**src/rtl/nios_system_rleds_pwm.sv**
```systemverilog
// Red-LED output stage: registered pass-through of the PIO pattern with
// global PWM brightness and per-LED blink, configured over Avalon-MM.
module nios_system_rleds_pwm #(
   parameter int          LED_WIDTH   = 18,
   parameter int          PWM_BITS    = 8,
   parameter int          DUTY_RESET  = 255,
   parameter logic [15:0] BLINK_RESET = 16'h00FF
) (
   input  logic                 clk,
   input  logic                 reset_n,
   input  logic [2:0]           address,
   input  logic                 chipselect,
   input  logic                 write_n,
   input  logic [31:0]          writedata,
   output logic [31:0]          readdata,
   input  logic [LED_WIDTH-1:0] led_in,
   output logic [LED_WIDTH-1:0] led_out
);

   logic                 enable;
   logic                 blink_en;
   logic [PWM_BITS-1:0]  duty;
   logic [PWM_BITS-1:0]  duty_active;
   logic [15:0]          prescale;
   logic [15:0]          blink_half;
   logic [LED_WIDTH-1:0] blink_mask;
   logic [15:0]          pre_cnt;
   logic [PWM_BITS-1:0]  pwm_cnt;
   logic [15:0]          blink_cnt;
   logic                 blink_phase;

   logic wr, wr_ctrl, wr_duty, wr_pre, wr_half, wr_mask;
   logic en_rise, pre_hit, tick, pstart, pwm_on;
   logic [LED_WIDTH-1:0] blank;
   logic unused_wd;

   assign unused_wd = ^writedata;

   assign wr      = chipselect & ~write_n;
   assign wr_ctrl = wr && (address == 3'd0);
   assign wr_duty = wr && (address == 3'd1);
   assign wr_pre  = wr && (address == 3'd2);
   assign wr_half = wr && (address == 3'd3);
   assign wr_mask = wr && (address == 3'd5);

   assign en_rise = wr_ctrl && writedata[0] && !enable;
   assign pre_hit = (pre_cnt == prescale);
   // A prescale write restarts the divider and suppresses this cycle's tick
   assign tick    = enable && pre_hit && !wr_pre;
   assign pstart  = tick && (pwm_cnt == {PWM_BITS{1'b1}});
   assign pwm_on  = (pwm_cnt < duty_active);
   assign blank   = blink_mask & {LED_WIDTH{blink_en & blink_phase}};

   always_ff @(posedge clk or negedge reset_n) begin
      if (!reset_n) begin
         enable      <= 1'b0;
         blink_en    <= 1'b0;
         duty        <= PWM_BITS'(DUTY_RESET);
         duty_active <= PWM_BITS'(DUTY_RESET);
         prescale    <= '0;
         blink_half  <= BLINK_RESET;
         blink_mask  <= '0;
         pre_cnt     <= '0;
         pwm_cnt     <= '0;
         blink_cnt   <= '0;
         blink_phase <= 1'b0;
         led_out     <= '0;
      end else begin
         if (wr_ctrl) begin
            enable   <= writedata[0];
            blink_en <= writedata[1];
         end
         if (wr_duty) duty <= writedata[PWM_BITS-1:0];
         if (wr_pre)  prescale <= writedata[15:0];
         if (wr_half) blink_half <= writedata[15:0];
         if (wr_mask) blink_mask <= writedata[LED_WIDTH-1:0];

         if (en_rise) begin
            pre_cnt     <= '0;
            pwm_cnt     <= '0;
            blink_cnt   <= '0;
            blink_phase <= 1'b0;
            duty_active <= duty;
         end else begin
            if (wr_pre || (enable && pre_hit))
               pre_cnt <= '0;
            else if (enable)
               pre_cnt <= pre_cnt + 16'd1;
            if (tick)
               pwm_cnt <= pwm_cnt + 1'b1;
            // Duty shadow and blink timebase only move at period boundaries
            if (pstart) begin
               duty_active <= duty;
               if (blink_cnt == blink_half) begin
                  blink_cnt   <= '0;
                  blink_phase <= ~blink_phase;
               end else begin
                  blink_cnt <= blink_cnt + 16'd1;
               end
            end
         end

         if (enable)
            led_out <= led_in & {LED_WIDTH{pwm_on}} & ~blank;
         else
            led_out <= led_in;
      end
   end

   always_comb begin
      readdata = '0;
      case (address)
         3'd0: readdata[1:0] = {blink_en, enable};
         3'd1: readdata[PWM_BITS-1:0] = duty;
         3'd2: readdata[15:0] = prescale;
         3'd3: readdata[15:0] = blink_half;
         3'd4: begin
            readdata[0]            = blink_phase;
            readdata[8 +: PWM_BITS] = pwm_cnt;
         end
         3'd5: readdata[LED_WIDTH-1:0] = blink_mask;
         default: readdata = '0;
      endcase
   end

endmodule

```
**config.mk**
```make
export PLATFORM = sky130hd
export DESIGN_NAME = nios_system_rleds_pwm
export DESIGN_NICKNAME = d
export VERILOG_FILES = /design/src/rtl/nios_system_rleds_pwm.sv
export SDC_FILE = /design/constraint.sdc
export NUM_CORES = 1
export LEC_CHECK = 0
export CAP_MARGIN = 20
export CORE_ASPECT_RATIO = 0.6
export CORE_MARGIN = 2
export CORE_UTILIZATION = 35
export CTS_CLUSTER_SIZE = 10
export DETAILED_ROUTE_END_ITERATION = 8
export PLACE_DENSITY = 0.55
export SYNTH_ARGS = -nofsm -noshare
export SYNTH_HDL_FRONTEND = slang
export SYNTH_SLANG_ARGS = --single-unit
```
**constraint.sdc**
```tcl
create_clock -name clk -period 2.05 [get_ports clk]
set_input_delay 0.5125 -clock clk [delete_from_list [all_inputs] [get_ports clk]]
set_output_delay 0.5125 -clock clk [all_outputs]
set_load 0.02 [all_outputs]
```
==> results.py <==
metrics = {
    "synthesis": {
        "yosysWarnings": 0,
        "synth_compound_area_share_pct": 12.35,
        "synth_xor_area_share_pct": 4.818,
        "synth_top_area_share_pct": 36.49,
        "synth_fa_ha_area_share_pct": 1.948,
        "synthArstFlopShare_pct": 100.0,
        "yosysMostFrequentCell": "nand2_1",
        "yosys-top-cells-area": "dfrtp_1 36%, dfstp_2 8.9%, mux2_2 7.2%",
        "synth_top_family_by_area": "simple AND/OR/NAND/NOR gates",
        "yosys-top-cells-count": "121 x nand2_1, 103 x dfrtp_1, 45 x mux2_2, 37 x nand3_1, 35 x xor2_1",
        "syn_area_um2": 7064,
        "muxShareOfSynthArea_pct": 10.59,
        "synth-simple-area-share_pct": 20.16,
        "postSynthAreaPerCell_um2": 9.853,
        "netlist_instances": 717,
        "synth_cell_types": 63,
        "synth.ff_latch_count": 127,
        "synth_edf_count": 0,
        "postSynth.topFlopCell": "dfrtp_1",
        "synth_top_area_cell": "dfrtp_1",
        "seq_area_frac_synth_pct": 45.41,
    },
    "power": {
        "total_power_uw": 9558,
        "p_leak_uw": 0.004626,
        "p_seq_share_pct": 36.4,
        "comb_power_share_pct": 31.0,
        "ir_drop_mv": 0.7019,
        "p_sw_uw": 3209,
        "p_int_uw": 6349,
        "swShare_pct": 33.58,
        "power.density_nw_per_um2": 921.8,
        "p_clk_share_pct": 32.6,
    },
    "detailed_routing": {
        "post_drt_via_cell_ratio": 5.349,
        "drt-total-wl_um": 24610,
        "antenna_left": 0,
        "drc_errors": 0,
        "wl_per_cell_um": 20.36,
        "num_vias": 6467,
        "dr.pass1.iters": 5,
        "drtIter0Drc": 576,
    },
    "critical_path": {
        "worstSetupPathType": "register to register",
        "critPathRequiredTime_ns": 2.35,
        "cpMaxStageDelayCell": "or4_4",
        "crit_buf_inv": 0,
        "slowest_delay_ns": 0.55,
        "start_kind": "register",
        "cp-end-kind": "register",
        "crit_fanout": 4,
        "path_cells": "xor2_1 -> nor4_4 -> nand3_4 -> or4_4 -> o31a_1 -> o21a_1",
        "arrival_ns": 2.63,
        "cp_top_family": "simple AND/OR/NAND/NOR gates",
    },
    "die": {
        "fp-row-count": 40,
        "die_h_um": 114.0,
        "io_pins": 107,
        "die_width_um": 187.4,
        "core_um2": 19920,
        "die_area_um2": 21370,
        "start_util_pct": 35.46,
    },
    "cts": {
        "root_buffer": "clkbuf_16",
        "cts_tree": "yes",
        "htreeDepth": 4,
        "cts_buffers": 17,
        "clk_pin_slew_ns": 0.06,
        "cts_num_sinks": 127,
        "clock_path_buffers": 2,
        "insertion_delay_ns": 0.43,
    },
    "grt": {
        "met2_usage_pct": 30.66,
        "grt_use_total_pct": 23.29,
        "grt_pass1_vias": 6294,
        "top_usage_layer": "met1",
        "grt_overflow_total": 0,
        "grt_pass1_wl_um": 37450,
        "antenna_found_initial": 0,
        "grt_util_met3_pct": 6.000,
        "met1_usage_pct": 37.39,
        "grt_start_max_net_pins": 41,
    },
    "run_status": {
        "violations": "setup timing",
        "status": "complete, but fails checks",
    },
    "placed_design": {
        "gp_congestion": 0.9109,
        "hpwl_um": 17940,
        "port_buffers": 78,
    },
    "timing": {
        "tns_ns": -6.336,
        "fmax_ghz": 0.4300,
        "maxSlewViolCount": 0,
        "period_minus_slack_ns": 2.326,
        "setup_violations": 46,
        "min_period_over_period_pct": 113.5,
        "rsz0062_at_grt": "true",
        "setup_ws_ns": -0.2758,
        "timing.final.hold_violations": 0,
        "fin_skew_ns": 0.01366,
    },
    "final_layout": {
        "multi_input_area_um2": 3953,
        "final_layout_size_suffix_gt1_share_pct": 37.82,
        "ff_latch_area_um2": 3216,
        "nets": 991,
        "syn2layout_area_growth_pct": 46.78,
        "nFillCells": 1806,
        "antenna_cells": 0,
    },
    "flow_run": {
        "maxCapViolCount": 0,
    },
    "hold_path": {
        "min_path_type": "register to register",
    },
}
==> layout make-up <==
type,instances,area share (%)
inverters,15,0.5430
flip-flops and latches,127,31.01
well taps,273,3.294
repair buffers,227,21.30
multi-input cells,535,38.12
clock inverters,13,1.460
clock buffers,19,4.272
==> registers in the layout, indices dropped and copies added, names as in the netlist <==
register	flops
blink_mask	18
led_out	18
blink_cnt	16
blink_half	16
pre_cnt	16
prescale	16
duty	8
duty_active	8
pwm_cnt	8
blink_en	1
blink_phase	1
enable	1
==> power groups by stage <==
stage	logic, uW	clock network [uW]	registers, uW
after floorplan	1310	0	3470
after global placement	2640	0	3480
after detailed placement	2690	0	3480
after CTS	2860	3170	3450
after global routing	3180	3240	3530
final	2960	3110	3480
==> what timing repair did <==
item / in CTS / in global routing
gates cloned: 3 / 0
pin swaps: 21 / 18
gates resized for setup: 161 / 60
hold endpoints to repair: 17 / 0
buffers inserted: 15 / 13
hold buffers: 1 / 0
setup endpoints to repair: 105 / 55
==> tightest hold or removal path, cell delays in order, from the launching register on <==
cell     delay (ns)
dfstp_2        0.36
inv_1          0.06
o21ai_1        0.08
==> metal layers <==
layer  routed length, um  share of wire (%)
met3                2142                8.7
met2                9570                 39
met4                 266                1.1
met1               12630                 51
met5                   0                  0
==> cell families (layout without fill, tap and decap cells) <==
group / Yosys count / in the layout
and+or+nand+nor: 275 / 276
AOI/OAI and AO/OA: 127 / 127
DFF: 127 / 127
muxes: 69 / 69
buffers and inverters: 69 / 274
xor gates and xnor gates: 38 / 38
adders and majority gates: 11 / 11
other: 1 / 14
==> cell usage in the layout, fill, tap and decap left out, drive strengths merged, types with 3 or more instances in the layout <==
master and instances:
a31oi 4, nor2 24, clkdlybuf4s50 54, clkbuf 19
o21ai 35, dfrtp 103, o2bb2ai 19, ha 11
nor2b 7, a21oi 18, nand3 39, inv 21
mux2i 23, clkinvlp 4, nand4 10, and2 12
nand2b 4, conb 14, nor4 15, or4 4
or3 4, nand3b 3, a22o 5, a32o 9
nor3 14, buf 170, and3 11, a22oi 4
mux2 46, nand2 122, o22ai 9, dfstp 24
xor2 36, a21o 6
==> per-stage QoR <==
step	instance area (um^2)	hold slack, ns	setup slack, ns	std cells	util [%]
4_1_cts	10100	0.5142	-0.2273	1201	50.69
3_3_place_gp	9097	0.4395	-0.8896	1153	45.67
5_1_grt	10370	0.5479	-0.3150	1209	52.05
2_1_floorplan	7212	0.2169	-0.1780	730	-
3_5_place_dp	9097	0.4408	-0.9062	1153	45.67
6_report	10370	0.5123	-0.2758	1209	52.05
==> path summary, 6_finish.rpt <==
| kind | depth (start not counted) | start | slack [ns] | end |
|---|---|---|---|---|
| setup / recovery | 6 | prescale[11] | -0.28 | pwm_cnt[7] |
| hold / removal | 2 | duty_active[4] | 0.51 | duty_active[4] |
| setup reg to reg | 6 | prescale[11] | -0.28 | pwm_cnt[7] |
| hold reg to reg | 2 | duty_active[4] | 0.51 | duty_active[4] |
| max in group asynchronous | 3 | reset_n | 0.83 | pwm_cnt[5] |
| min in group asynchronous | 2 | reset_n | 0.53 | pre_cnt[13] |
Power figures use the tool's default switching activity.
